## src/rtl/lfsr_pkg.sv

```systemverilog
// -----------------------------------------------------------------------------
// lfsr_pkg
// Shared types and constants for the 5-bit Galois LFSR stream path.
//   LFSR_WIDTH      : default LFSR state width
//   lfsr_state_t    : one LFSR state word
//   period_state_e  : states of the period-measurement FSM
// -----------------------------------------------------------------------------
package lfsr_pkg;

    localparam int LFSR_WIDTH = 5;

    typedef logic [LFSR_WIDTH-1:0] lfsr_state_t;

    typedef enum logic [1:0] {
        IDLE,
        MEASURE,
        DONE
    } period_state_e;

endpackage : lfsr_pkg

```

## src/rtl/sync_fifo.sv

```systemverilog
// -----------------------------------------------------------------------------
// sync_fifo
// Single-clock FIFO with registered occupancy and registered valid flag.
// The caller qualifies push/pop: push is never asserted when full, pop is
// never asserted when empty.
// Ports:
//   clk      : clock, all logic on posedge
//   rst      : synchronous active-high reset (flushes pointers and level)
//   push     : write wr_data at the tail
//   wr_data  : data to write
//   pop      : advance the head
//   rd_data  : head entry (valid when valid=1)
//   valid    : FIFO holds at least one entry (registered)
//   full     : FIFO holds DEPTH entries
//   level    : current occupancy, 0..DEPTH
// -----------------------------------------------------------------------------
module sync_fifo #(
    parameter int WIDTH = 5,
    parameter int DEPTH = 4
) (
    input  logic                       clk,
    input  logic                       rst,
    input  logic                       push,
    input  logic [WIDTH-1:0]           wr_data,
    input  logic                       pop,
    output logic [WIDTH-1:0]           rd_data,
    output logic                       valid,
    output logic                       full,
    output logic [$clog2(DEPTH):0]     level
);

    localparam int PTR_W = $clog2(DEPTH);
    localparam int LVL_W = PTR_W + 1;

    logic [WIDTH-1:0] mem [DEPTH];
    logic [PTR_W-1:0] wr_ptr;
    logic [PTR_W-1:0] rd_ptr;

    // NOTE: the storage array has no reset; only the pointers and level
    // define which entries are meaningful, so clearing the data would only
    // add reset fan-out.
    always_ff @(posedge clk) begin
        if (push) begin
            mem[wr_ptr] <= wr_data;
        end
    end

    // NOTE: sequential state uses non-blocking assignments so every flop
    // samples the pre-edge values regardless of statement order.
    always_ff @(posedge clk) begin
        if (rst) begin
            wr_ptr <= '0;
            rd_ptr <= '0;
            level  <= '0;
            valid  <= 1'b0;
        end else begin
            // DEPTH is a power of two, so the pointers wrap on overflow.
            if (push) begin
                wr_ptr <= wr_ptr + 1'b1;
            end
            if (pop) begin
                rd_ptr <= rd_ptr + 1'b1;
            end
            case ({push, pop})
                2'b10: begin
                    level <= level + 1'b1;
                    valid <= 1'b1;
                end
                2'b01: begin
                    level <= level - 1'b1;
                    valid <= (level != LVL_W'(1));
                end
                default: ;  // idle or push+pop: occupancy unchanged
            endcase
        end
    end

    assign rd_data = mem[rd_ptr];
    assign full    = (level == LVL_W'(DEPTH));

endmodule : sync_fifo

```

## src/rtl/lfsr_stream_buffer.sv

```systemverilog
// -----------------------------------------------------------------------------
// lfsr_stream_buffer
// Buffers accepted LFSR states in a small FIFO, back-pressures the generator
// through in_ready and measures the sequence period (pushes until the first
// captured value recurs).
// Ports:
//   clk          : clock, all logic on posedge
//   rst          : synchronous active-high reset
//   in_valid     : upstream offers a state
//   in_data      : current LFSR state
//   in_ready     : buffer accepts; LFSR step enable = in_valid & in_ready
//   out_valid    : head entry available
//   out_data     : head entry
//   out_ready    : consumer accepts head
//   level        : current occupancy
//   period       : measured period, meaningful when period_valid
//   period_valid : sticky, a period has been measured
//   no_period    : sticky, no recurrence within 2^WIDTH pushes
// -----------------------------------------------------------------------------
module lfsr_stream_buffer
    import lfsr_pkg::*;
#(
    parameter int WIDTH = LFSR_WIDTH,
    parameter int DEPTH = 4
) (
    input  logic                   clk,
    input  logic                   rst,
    input  logic                   in_valid,
    input  logic [WIDTH-1:0]       in_data,
    output logic                   in_ready,
    output logic                   out_valid,
    output logic [WIDTH-1:0]       out_data,
    input  logic                   out_ready,
    output logic [$clog2(DEPTH):0] level,
    output logic [WIDTH:0]         period,
    output logic                   period_valid,
    output logic                   no_period
);

    // Number of states a WIDTH-bit register can visit.
    localparam logic [WIDTH:0] SPAN = {1'b1, {WIDTH{1'b0}}};

    logic          fifo_full;
    logic          push;
    logic          pop;

    period_state_e state;
    logic [WIDTH-1:0] ref_val;
    logic [WIDTH:0]   cnt;
    logic [WIDTH:0]   cnt_inc;

    // No full-bypass: a same-cycle pop does not free a slot for a push.
    assign in_ready = !rst && !fifo_full;
    assign push     = in_valid && in_ready;
    assign pop      = out_valid && out_ready;
    assign cnt_inc  = cnt + 1'b1;

    sync_fifo #(
        .WIDTH (WIDTH),
        .DEPTH (DEPTH)
    ) u_fifo (
        .clk     (clk),
        .rst     (rst),
        .push    (push),
        .wr_data (in_data),
        .pop     (pop),
        .rd_data (out_data),
        .valid   (out_valid),
        .full    (fifo_full),
        .level   (level)
    );

    // Period FSM: advanced by pushes only; DONE holds until reset.
    always_ff @(posedge clk) begin
        if (rst) begin
            state        <= IDLE;
            ref_val      <= '0;
            cnt          <= '0;
            period       <= '0;
            period_valid <= 1'b0;
            no_period    <= 1'b0;
        end else if (push) begin
            case (state)
                IDLE: begin
                    ref_val <= in_data;
                    cnt     <= '0;
                    state   <= MEASURE;
                end
                MEASURE: begin
                    if (in_data == ref_val) begin
                        period       <= cnt_inc;
                        period_valid <= 1'b1;
                        state        <= DONE;
                    end else if (cnt_inc == SPAN) begin
                        no_period <= 1'b1;
                        state     <= DONE;
                    end else begin
                        cnt <= cnt_inc;
                    end
                end
                default: ;  // DONE: ignore further pushes
            endcase
        end
    end

endmodule : lfsr_stream_buffer

```

## config.mk

```make
export PLATFORM = sky130hd
export DESIGN_NAME = lfsr_stream_buffer
export DESIGN_NICKNAME = d
export VERILOG_FILES = /design/src/rtl/lfsr_pkg.sv /design/src/rtl/sync_fifo.sv /design/src/rtl/lfsr_stream_buffer.sv
export SDC_FILE = /design/constraint.sdc
export NUM_CORES = 1
export LEC_CHECK = 0
export CAP_MARGIN = 25
export CORE_ASPECT_RATIO = 0.6
export CORE_UTILIZATION = 55
export CTS_CLUSTER_DIAMETER = 40
export DETAILED_ROUTE_END_ITERATION = 10
export HOLD_SLACK_MARGIN = 0.08
export PLACE_DENSITY = 0.79
export SLEW_MARGIN = 15
export SYNTH_ARGS = -nofsm -noshare
export SYNTH_HDL_FRONTEND = slang
export SYNTH_SLANG_ARGS = --single-unit
```

## constraint.sdc

```tcl
create_clock -name clk -period 3.18 [get_ports clk]
set_input_delay 0.636 -clock clk [delete_from_list [all_inputs] [get_ports clk]]
set_output_delay 0.636 -clock clk [all_outputs]
set_load 0.02 [all_outputs]
```

Word level (Yosys, flattened, before mapping)
Memories as Yosys holds them, arrays and structs flattened. A register that Yosys moved wholly into a read port is not among the register bits.
Index checks and enable logic that the tools add are counted.
{"block": "totals", "inputBits": 9, "ramBits": 20, "elab_cells": 52, "output_inout_bits": 18, "reg_bits": 29, "memories": 1, "latchBits": 0, "romBits": 0}
{"block": "classes", "order_cmp": 0, "n_reduce_logical": 13, "n_shift": 0, "add_sub_neg": 5, "n_bitwise": 1, "eq_ne": 10, "div_mod_pow": 0, "mul": 0, "mux": 12}
{"memory": "u_fifo.mem", "words": 4, "word_bits": 5, "rd": 1, "rd_clocked_by_memory_dff": 1, "write_ports": 1, "line_no": "sync_fifo.sv:35", "rtl": "logic [WIDTH-1:0] mem [DEPTH];"}
{"op": "two-way mux 6 bit", "n": 2}
{"op": "one-hot mux 6 bit (2 select lines)", "n": 1}
{"op": "two-way mux 2 bit", "n": 4}
{"op": "AND reduction 4 bit", "n": 2}
{"op": "adder 6 x 1 -> 6 bit (second input constant)", "n": 1}
{"op": "equality test 6 bit (second input constant)", "n": 1}
{"op": "one-hot mux 3 bit (2 select lines)", "n": 1}
{"op": "AND reduction 3 bit", "n": 2}
{"op": "equality test 5 bit", "n": 1}
{"op": "adder 2 x 1 -> 2 bit (second input constant)", "n": 2}
{"op": "equality test 2 x 1 -> 1 bit (second input constant)", "n": 2}
{"op": "!= test 2 bit (second input constant)", "n": 2}
{"op": "one-hot mux 2 bit (2 select lines)", "n": 1}
{"op": "nonzero test 2 bit", "n": 2}
{"op": "adder 3 x 1 -> 3 bit (second input constant)", "n": 1}
{"op": "equality test 3 bit (second input constant)", "n": 1}
{"op": "logical AND 1 bit", "n": 3}
{"op": "!= test 3 x 1 -> 1 bit (second input constant)", "n": 1}
{"op": "!= test 3 bit (second input constant)", "n": 1}
{"op": "subtractor 3 x 1 -> 3 bit (second input constant)", "n": 1}
{"op": "equality test 2 bit (second input constant)", "n": 1}
{"op": "zero test 1 bit", "n": 2}
{"op": "zero test 2 bit", "n": 1}
{"op": "two-way mux 1 bit", "n": 2}
{"op": "3 further kinds", "n": 3}

Logic depth before layout (Yosys ltp)
Gate-level depths: netlist of the first run.
{"block": "depth", "ltp_word": 6, "depth_mapped": 9, "ltp_nobuf": 8}

Hierarchy
A second synthesis of the first run with hierarchy kept.
{"block": "unflattened", "hier_cells": 204, "area_unflattened_um2": 2296.0}
{"module": "sync_fifo", "cells_per_inst": 82, "instances": 1, "seq_area_each_um2": 800.8, "area_per_inst_um2": 1242.4}
{"module": "lfsr_stream_buffer", "cells_per_inst": 122, "instances": 1, "seq_area_each_um2": 420.4, "area_per_inst_um2": 1053.5}

Worst setup path after synthesis of the first run
No wires, ideal clock.
{"block": "synth_path", "path_type": "flip-flop to flip-flop", "start": "register u_fifo.level[0]", "end": "register u_fifo.level[2]", "stages_incl_launch_ff": 9, "required_ns": 3.109, "path_slack_ns": 1.002, "n_path_buf": 1, "synth_period_minus_slack_ns": 2.178, "arrival_ns": 2.108, "setup_time_ns": 0.071, "path_cell_list": "dfxtp_1 inv_1 ha_1 a21oi_2 buf_4 nand2_1 ha_1 or3_1 a21oi_1"}
{"block": "synth_via", "elab_chain_cells": 6, "elab_cells_between_ends": 10, "classes_between": "2 x add/sub; 3 x eq/ne; 1 x mux; 4 x reduce/logical"}
{"element": "start, declared", "line_no": "sync_fifo.sv:29", "rtl": "output logic [$clog2(DEPTH):0] level"}
{"element": "start signal, assigned", "line_no": "sync_fifo.sv:66", "rtl": "level <= level + 1'b1;"}
{"element": "start signal, assigned", "line_no": "sync_fifo.sv:70", "rtl": "level <= level - 1'b1;"}
{"element": "equality test 3 bit *", "line_no": "sync_fifo.sv:79", "rtl": "assign full = (level == LVL_W'(DEPTH));"}
{"element": "zero test 1 bit *", "line_no": "lfsr_stream_buffer.sv:53", "rtl": "assign in_ready = !rst && !fifo_full;"}
{"element": "logical AND 1 bit *", "line_no": "lfsr_stream_buffer.sv:53"}
{"element": "via in_ready", "line_no": "lfsr_stream_buffer.sv:30", "rtl": "output logic in_ready,"}
{"element": "logical AND 1 bit *", "line_no": "lfsr_stream_buffer.sv:54", "rtl": "assign push = in_valid && in_ready;"}
{"element": "equality test 2 x 1 -> 1 bit or equality test 2 bit (tied branches)", "line_no": "sync_fifo.sv:64", "rtl": "case ({push, pop})"}
{"element": "one-hot mux 3 bit (2 select lines) or nonzero test 2 bit (tied branches)"}
Mark *: on every way through the listed nets, which the timed path passes. The rest lies on a longest branch.
A chain may end at the register's enable or synchronous reset.

==> impl_metrics.ini, run 1 <==
[hold_path]
min_path_type = flop to flop
whs_path_depth = 2
hold_end = period_valid$_SDFFE_PP0P_
holdCritStartpoint = period_valid$_SDFFE_PP0P_

[grt]
grt_pass1_vias = 1506
grt_max_degree = 26
grt_overflow = 0
antenna_found_initial = 0
grtUsageTotal = 0.2239
grt_pass1_wl_um = 7293

[setup_path]
path_buf_inv = 1
crit_path_top_delay_cell = clkdlybuf4s50_1
critPathMaxStageDelay_ps = 560
critPathKind = flop to primary output
critPathMaxFanout = 5
rrSetupSlack_ps = 850
crit_path_cell_trace = mux4_2, clkdlybuf4s50_1
end_kind = primary output
crit_required_ps = 2540
path_delay_family = buffers and inverters
reg2reg_depth = 8
arrival_ps = 1950
r2r-end = u_fifo.level[2]$_SDFFE_PP0P_
worstReg2RegStart = u_fifo.level[0]$_SDFFE_PP0P_
cp-start-kind = flop

[timing]
setup-violations-final = 0
setup_tns_ps = 0
slew_headroom = 0.7160
worst_pin_slew_ps = 422.8
finalClockSkew_ps = 7.877
drv_slew = 0
max_freq_ghz = 0.3862
final.period_utilization = 0.8142
grt_setup_unrepaired = false
hold_viol_final = 0
finalCriticalPeriod_ps = 2589
hold_ws_ps = 478.1

[clock_network]
cts_hold_buf = 0
cts.repair.resized = 0
cts-buffers-inserted = 5
clk_latency_ps = 300
clock_sinks = 51
htreeDepth = 2
postCtsSetupBuffers = 0
cts_tree = yes
cts-root-buf = clkbuf_8
clk_pin_slew_ps = 90
clock_path_buffers = 2

[cells_and_area]
layout_common_cells = 31 x dfxtp_1, 26 x nor2_1, 26 x clkdlybuf4s50_1
antenna_cells = 0
layout-drive-gt1-share = 0.1013
syn2layout_area_growth_pct = 16.44
final_common_cell = dfxtp_1
final_area_um2 = 2668
final_cells = 274
final_nets = 245

[power_and_ir_drop]
cellLeakagePower_nw = 0.9428
ir_worst_vdd_mv = 0.2415
powerDensity_nw_per_um2 = 483.6

[logic_synthesis]
ys_types = 40
synth_top_family_by_area = simple AND/OR/NAND/NOR gates
synth_xor_area_frac = 0.05352
synth_compound_area_frac = 0.08247
yosys.area_share.simple = 0.1573
syn-num-nets = 219
synth_edf_count = 20
ys.warnings.count = 0
ys.flop_type = dfxtp_1
async_reset_ff_frac = 0
avgSynthCellArea_um2 = 11.45
synthCells = 200
syn_area_um2 = 2291
synth_fa_ha_area_frac = 0.05461
synthMuxAreaShare = 0.07974
ys_seq_elements = 51
yosysSeqAreaShare = 0.5330

[drt]
drcViolationCount = 0
avgRoutedWirePerCell_um = 16.66
drt_wl_total_um = 4564
first_pass_iters = 4
drtIter0Drc = 133
num_vias = 1588
via_per_inst = 5.796
ant_nets = 0

[die]
core-area_um2 = 3829
rows = 17
die_area_um2 = 4436
io-pin-count = 27
initial_core_util = 0.5984
die_y_um = 51.99
fp.dieW_um = 85.32

[placed_design]
dpl_cell_area_um2 = 2569
placedCellCount = 266
dp_hpwl_um = 3382
place.gp.congestion = 0.9154
io_buffers = 26

[job]
cap_violations = 0

[run_status]
status = completed
==> how the worst max path moves through the flow <==
stage | startpoint | endpoint | slack (ps) | cells after the start
finish | flop | out_data[3] | 590 | 2
global route | flop | out_data[3] | 480 | 2
CTS | flop | out_data[3] | 560 | 2
detailed placement | rst | u_fifo.level[2]$_SDFFE_PP0P_ | 540 | 7
global placement | rst | u_fifo.level[2]$_SDFFE_PP0P_ | 620 | 7
floorplan | u_fifo.level[0]$_SDFFE_PP0P_ | u_fifo.level[2]$_SDFFE_PP0P_ | 1000 | 8
==> metal layers <==
layer / part of all wire / global-route usage / vias up
li1: - / - / 771
met1: 0.45 / 0.3151 / 751
met2: 0.46 / 0.3522 / 61
met3: 0.087 / 0.05238 / 5
met4: 0.0048 / 0.06111 / 0
met5: 0 / 0 / -
==> worst reg2reg max path, stage by stage (launching register included) <==
cell     delay [ps]
dfxtp_1         430
inv_1            90
ha_1            210
a21oi_2         230
buf_4           210
nand2_1         120
ha_1            430
or3_1           400
a21oi_1         160
==> metrics by stage <==
step                power (mW)  setup slack, ps    util
finish                   1.290            590.7  0.6967
global route             1.345            479.5  0.6967
CTS                      1.295            558.6  0.6967
detailed placement      0.9110            543.9  0.6709
global placement        0.9001            621.0  0.6709
floorplan               0.8457             1002       -
==> power by group <==
group	leakage [nW]	total, mW	internal [mW]	switching, mW
Sequential	0.433	0.725	0.702	0.0226
Combinational	0.462	0.173	0.0790	0.0942
Clock	0.0474	0.392	0.178	0.214
==> state kept, by name, summed over array words and instances (netlist names), 2 cells and up, named ones only <==
signal and count:
period 6, u_fifo.mem 20, u_fifo.wr_ptr 2, state 2, cnt 6, u_fifo.level 3
u_fifo.rd_ptr 2, ref_val 5
==> logic make-up (layout without fill, tap and decap cells) <==
group / Yosys count / in the layout
buffers and inverters: 17 / 44
AO/OA/AOI/OAI: 27 / 27
AND/OR/NAND/NOR: 69 / 69
XOR/XNOR: 14 / 14
flip-flops: 51 / 51
adder cells (fa/ha/maj): 10 / 10
multiplexers: 12 / 12
==> cell type report <==
type | count | area (um2)
flip-flops and latches | 51 | 1221
fillers | 277 | 1161
multi-input cells | 132 | 979.7
repair buffers | 29 | 282.8
clock buffers | 6 | 82.58
well taps | 47 | 58.81
inverters | 7 | 26.28
clock inverters | 2 | 16.27
==> Yosys cell counts, types with 5 or more instances <==
cell	instances	area, um2
dfxtp_1	31	620.6
nor2_1	26	97.59
edfxtp_1	20	600.6
nand3_1	12	60.06
ha_1	10	125.1
xnor2_1	9	78.83
a21oi_1	8	40.04
nand2_1	8	30.03
inv_1	7	26.28
mux2i_1	7	70.07
a211oi_1	6	45.04
and3_1	6	37.54
mux4_2	5	112.6
xor2_1	5	43.79
Note: power is estimated with default switching activity, not from simulation.
==> inputs of run 2 (changes only) <==
--- a/config.mk
+++ b/config.mk
@@ -7,11 +7,11 @@
 export LEC_CHECK = 0
 export CAP_MARGIN = 25
 export CORE_ASPECT_RATIO = 0.6
-export CORE_UTILIZATION = 55
+export CORE_UTILIZATION = 49
 export CTS_CLUSTER_DIAMETER = 40
 export DETAILED_ROUTE_END_ITERATION = 10
 export HOLD_SLACK_MARGIN = 0.08
-export PLACE_DENSITY = 0.79
+export PLACE_DENSITY = 0.74
 export SLEW_MARGIN = 15
 export SYNTH_ARGS = -nofsm -noshare
 export SYNTH_HDL_FRONTEND = slang
==> constraint.sdc (replaced) <==
create_clock -name clk -period 2.2 [get_ports clk]
set_input_delay 0.44 -clock clk [delete_from_list [all_inputs] [get_ports clk]]
set_output_delay 0.44 -clock clk [all_outputs]
set_load 0.02 [all_outputs]
==> run 2 against run 1 <==
Core utilization shrank 4.8 points. Die area grew 12%. Via count decreased by 0.31%. Sequential cell count stayed put. Clock-buffer cell count is 1 lower. Global-route usage is 2.8 points lower. Combinational power increased by 57%. Clock skew shrank 3.3 ps. First-iteration DRC count decreased by 31%. Critical endpoint is now out_data[1].
==> impl_metrics.ini, run 2 (same netlist as run 1, synthesis figures left out) <==
[cells_and_area]
top_regs = u_fifo.mem x20, cnt x6, period x6
syn2layout_area_growth_pct = 21.74
layout_common_cells = 30 x dfxtp_1, 26 x nor2_1, 20 x clkdlybuf4s50_1, 20 x edfxtp_1, 16 x buf_4
final_common_cell = dfxtp_1
final_area_um2 = 2789
final_util = 0.6483
antenna_cells = 0
top_register = u_fifo.mem
largest_reg_flops = 20
final_nets = 258
layout-drive-gt1-share = 0.1542

[clock_network]
htreeDepth = 2
clk_latency_ps = 310
clock_path_buffers = 2
cts-root-buf = clkbuf_8
cts_tree = yes
postCtsSetupBuffers = 0
cts-buffers-inserted = 5
clk_pin_slew_ps = 90
clock_sinks = 51

[grt]
grt_pass1_wl_um = 7086
antenna_found_initial = 0
grt_pass1_vias = 1415
grt_overflow = 0
grtUsageTotal = 0.1956
grt_max_degree = 26

[die]
core-area_um2 = 4302
initial_core_util = 0.5326
die_area_um2 = 4962
rows = 18
io-pin-count = 27
fp.dieW_um = 90.28
die_y_um = 54.97

[drt]
drt_wl_total_um = 4548
drtIter0Drc = 92
via_per_inst = 5.277
avgRoutedWirePerCell_um = 15.16
first_pass_iters = 5
ant_nets = 0
drcViolationCount = 0
num_vias = 1583

[setup_path]
end_kind = primary output
path_buf_inv = 1
cp-start-kind = flop
worstReg2RegStart = cnt[0]$_SDFFE_PP0P_
crit_required_ps = 1760
critPathMaxFanout = 5
crit_path_cell_trace = mux4_2, dlygate4sd2_1
critPathMaxStageDelay_ps = 530
arrival_ps = 1630
r2r-end = cnt[4]$_SDFFE_PP0P_
crit_path_top_delay_cell = mux4_2
rrSetupSlack_ps = 190
critPathKind = flop to primary output
path_delay_family = multiplexers
reg2reg_depth = 6

[timing]
grt_setup_unrepaired = false
finalClockSkew_ps = 4.597
drv_slew = 0
hold_viol_final = 0
worst_pin_slew_ps = 481.0
final.period_utilization = 0.9401
finalCriticalPeriod_ps = 2068
max_freq_ghz = 0.4835
setup-violations-final = 0
slew_headroom = 0.6769

[power_and_ir_drop]
ir_worst_vdd_mv = 0.2844
cellLeakagePower_nw = 1.026
powerDensity_nw_per_um2 = 704.4

[job]
cap_violations = 0

[placed_design]
io_buffers = 26
place.gp.congestion = 0.8476
dpl_cell_area_um2 = 2683
dp_hpwl_um = 3338

[run_status]
status = completed

[hold_path]
holdCritStartpoint = period_valid$_SDFFE_PP0P_
whs_path_depth = 2
min_path_type = flop to flop
hold_end = period_valid$_SDFFE_PP0P_
## run 2: cell count changes in the layout (fill, tap and decap cells not counted), sizes merged
cell / delta
clkdlybuf4s50: -6
clkinv: +1
clkinvlp: -1
bufinv: +1
buf: +13
clkbuf: -1
dlygate4sd2: +6
## run 2: worst max path at each step
stage                     cells past startpoint                    startpoint                      endpoint
final                                         2                          flop                   out_data[1]
after global routing                          9  u_fifo.level[1]$_SDFFE_PP0P_           cnt[4]$_SDFFE_PP0P_
after CTS                                     2                          flop                   out_data[1]
after detailed placement                      8                           rst           cnt[4]$_SDFFE_PP0P_
after global placement                        8                           rst           cnt[4]$_SDFFE_PP0P_
after floorplan                               8  u_fifo.level[0]$_SDFFE_PP0P_  u_fifo.level[2]$_SDFFE_PP0P_
## run 2: routing by layer
layer / GRT usage / wire length, um
met3: 0.04098 / 183
met1: 0.2958 / 2443
met5: 0 / 0
met4: 0.06452 / 53
met2: 0.2786 / 1868
## run 2: worst register-to-register path, cell delays in order, from the launching register on
cell and delay (ps):
dfxtp_1 470, ha_1 270, nand2_1 70, nor4_1 390, or2_1 320, nor3_1 150
a32o_1 240
## run 2: what timing repair did
action	4_1_cts	5_1_grt
endpoints found under the setup margin	6	0
gates resized for setup	7	0
hold buffers	0	0
## run 2: stage by stage
stage,hold WS [ps],TNS [ps],setup slack [ps],instances,power [mW]
floorplan,466.8,0,21.60,200,1.222
global placement,449.4,0,77.59,292,1.331
detailed placement,459.4,-0.8173,-0.8173,292,1.336
CTS,479.0,0,114.4,300,1.978
global route,513.2,0,2.743,300,2.038
finish,474.8,0,131.9,300,1.964
## run 2: layout make-up
| cell class | count | area, um2 |
|---|---|---|
| Clock buffer | 5 | 68.82 |
| Inverter | 7 | 26.28 |
| Sequential cell | 51 | 1222 |
| Tap cell | 60 | 75.07 |
| Multi-Input combinational cell | 132 | 979.7 |
| Fill cell | 335 | 1513 |
| Clock inverter | 3 | 43.79 |
| Timing Repair Buffer | 42 | 372.9 |
## run 2: where the power goes
part           total [mW]  switching, mW  internal [mW]  leakage, nW
clock network       0.654          0.316          0.339       0.0581
logic               0.271          0.144          0.126        0.534
registers            1.04         0.0240           1.02        0.434
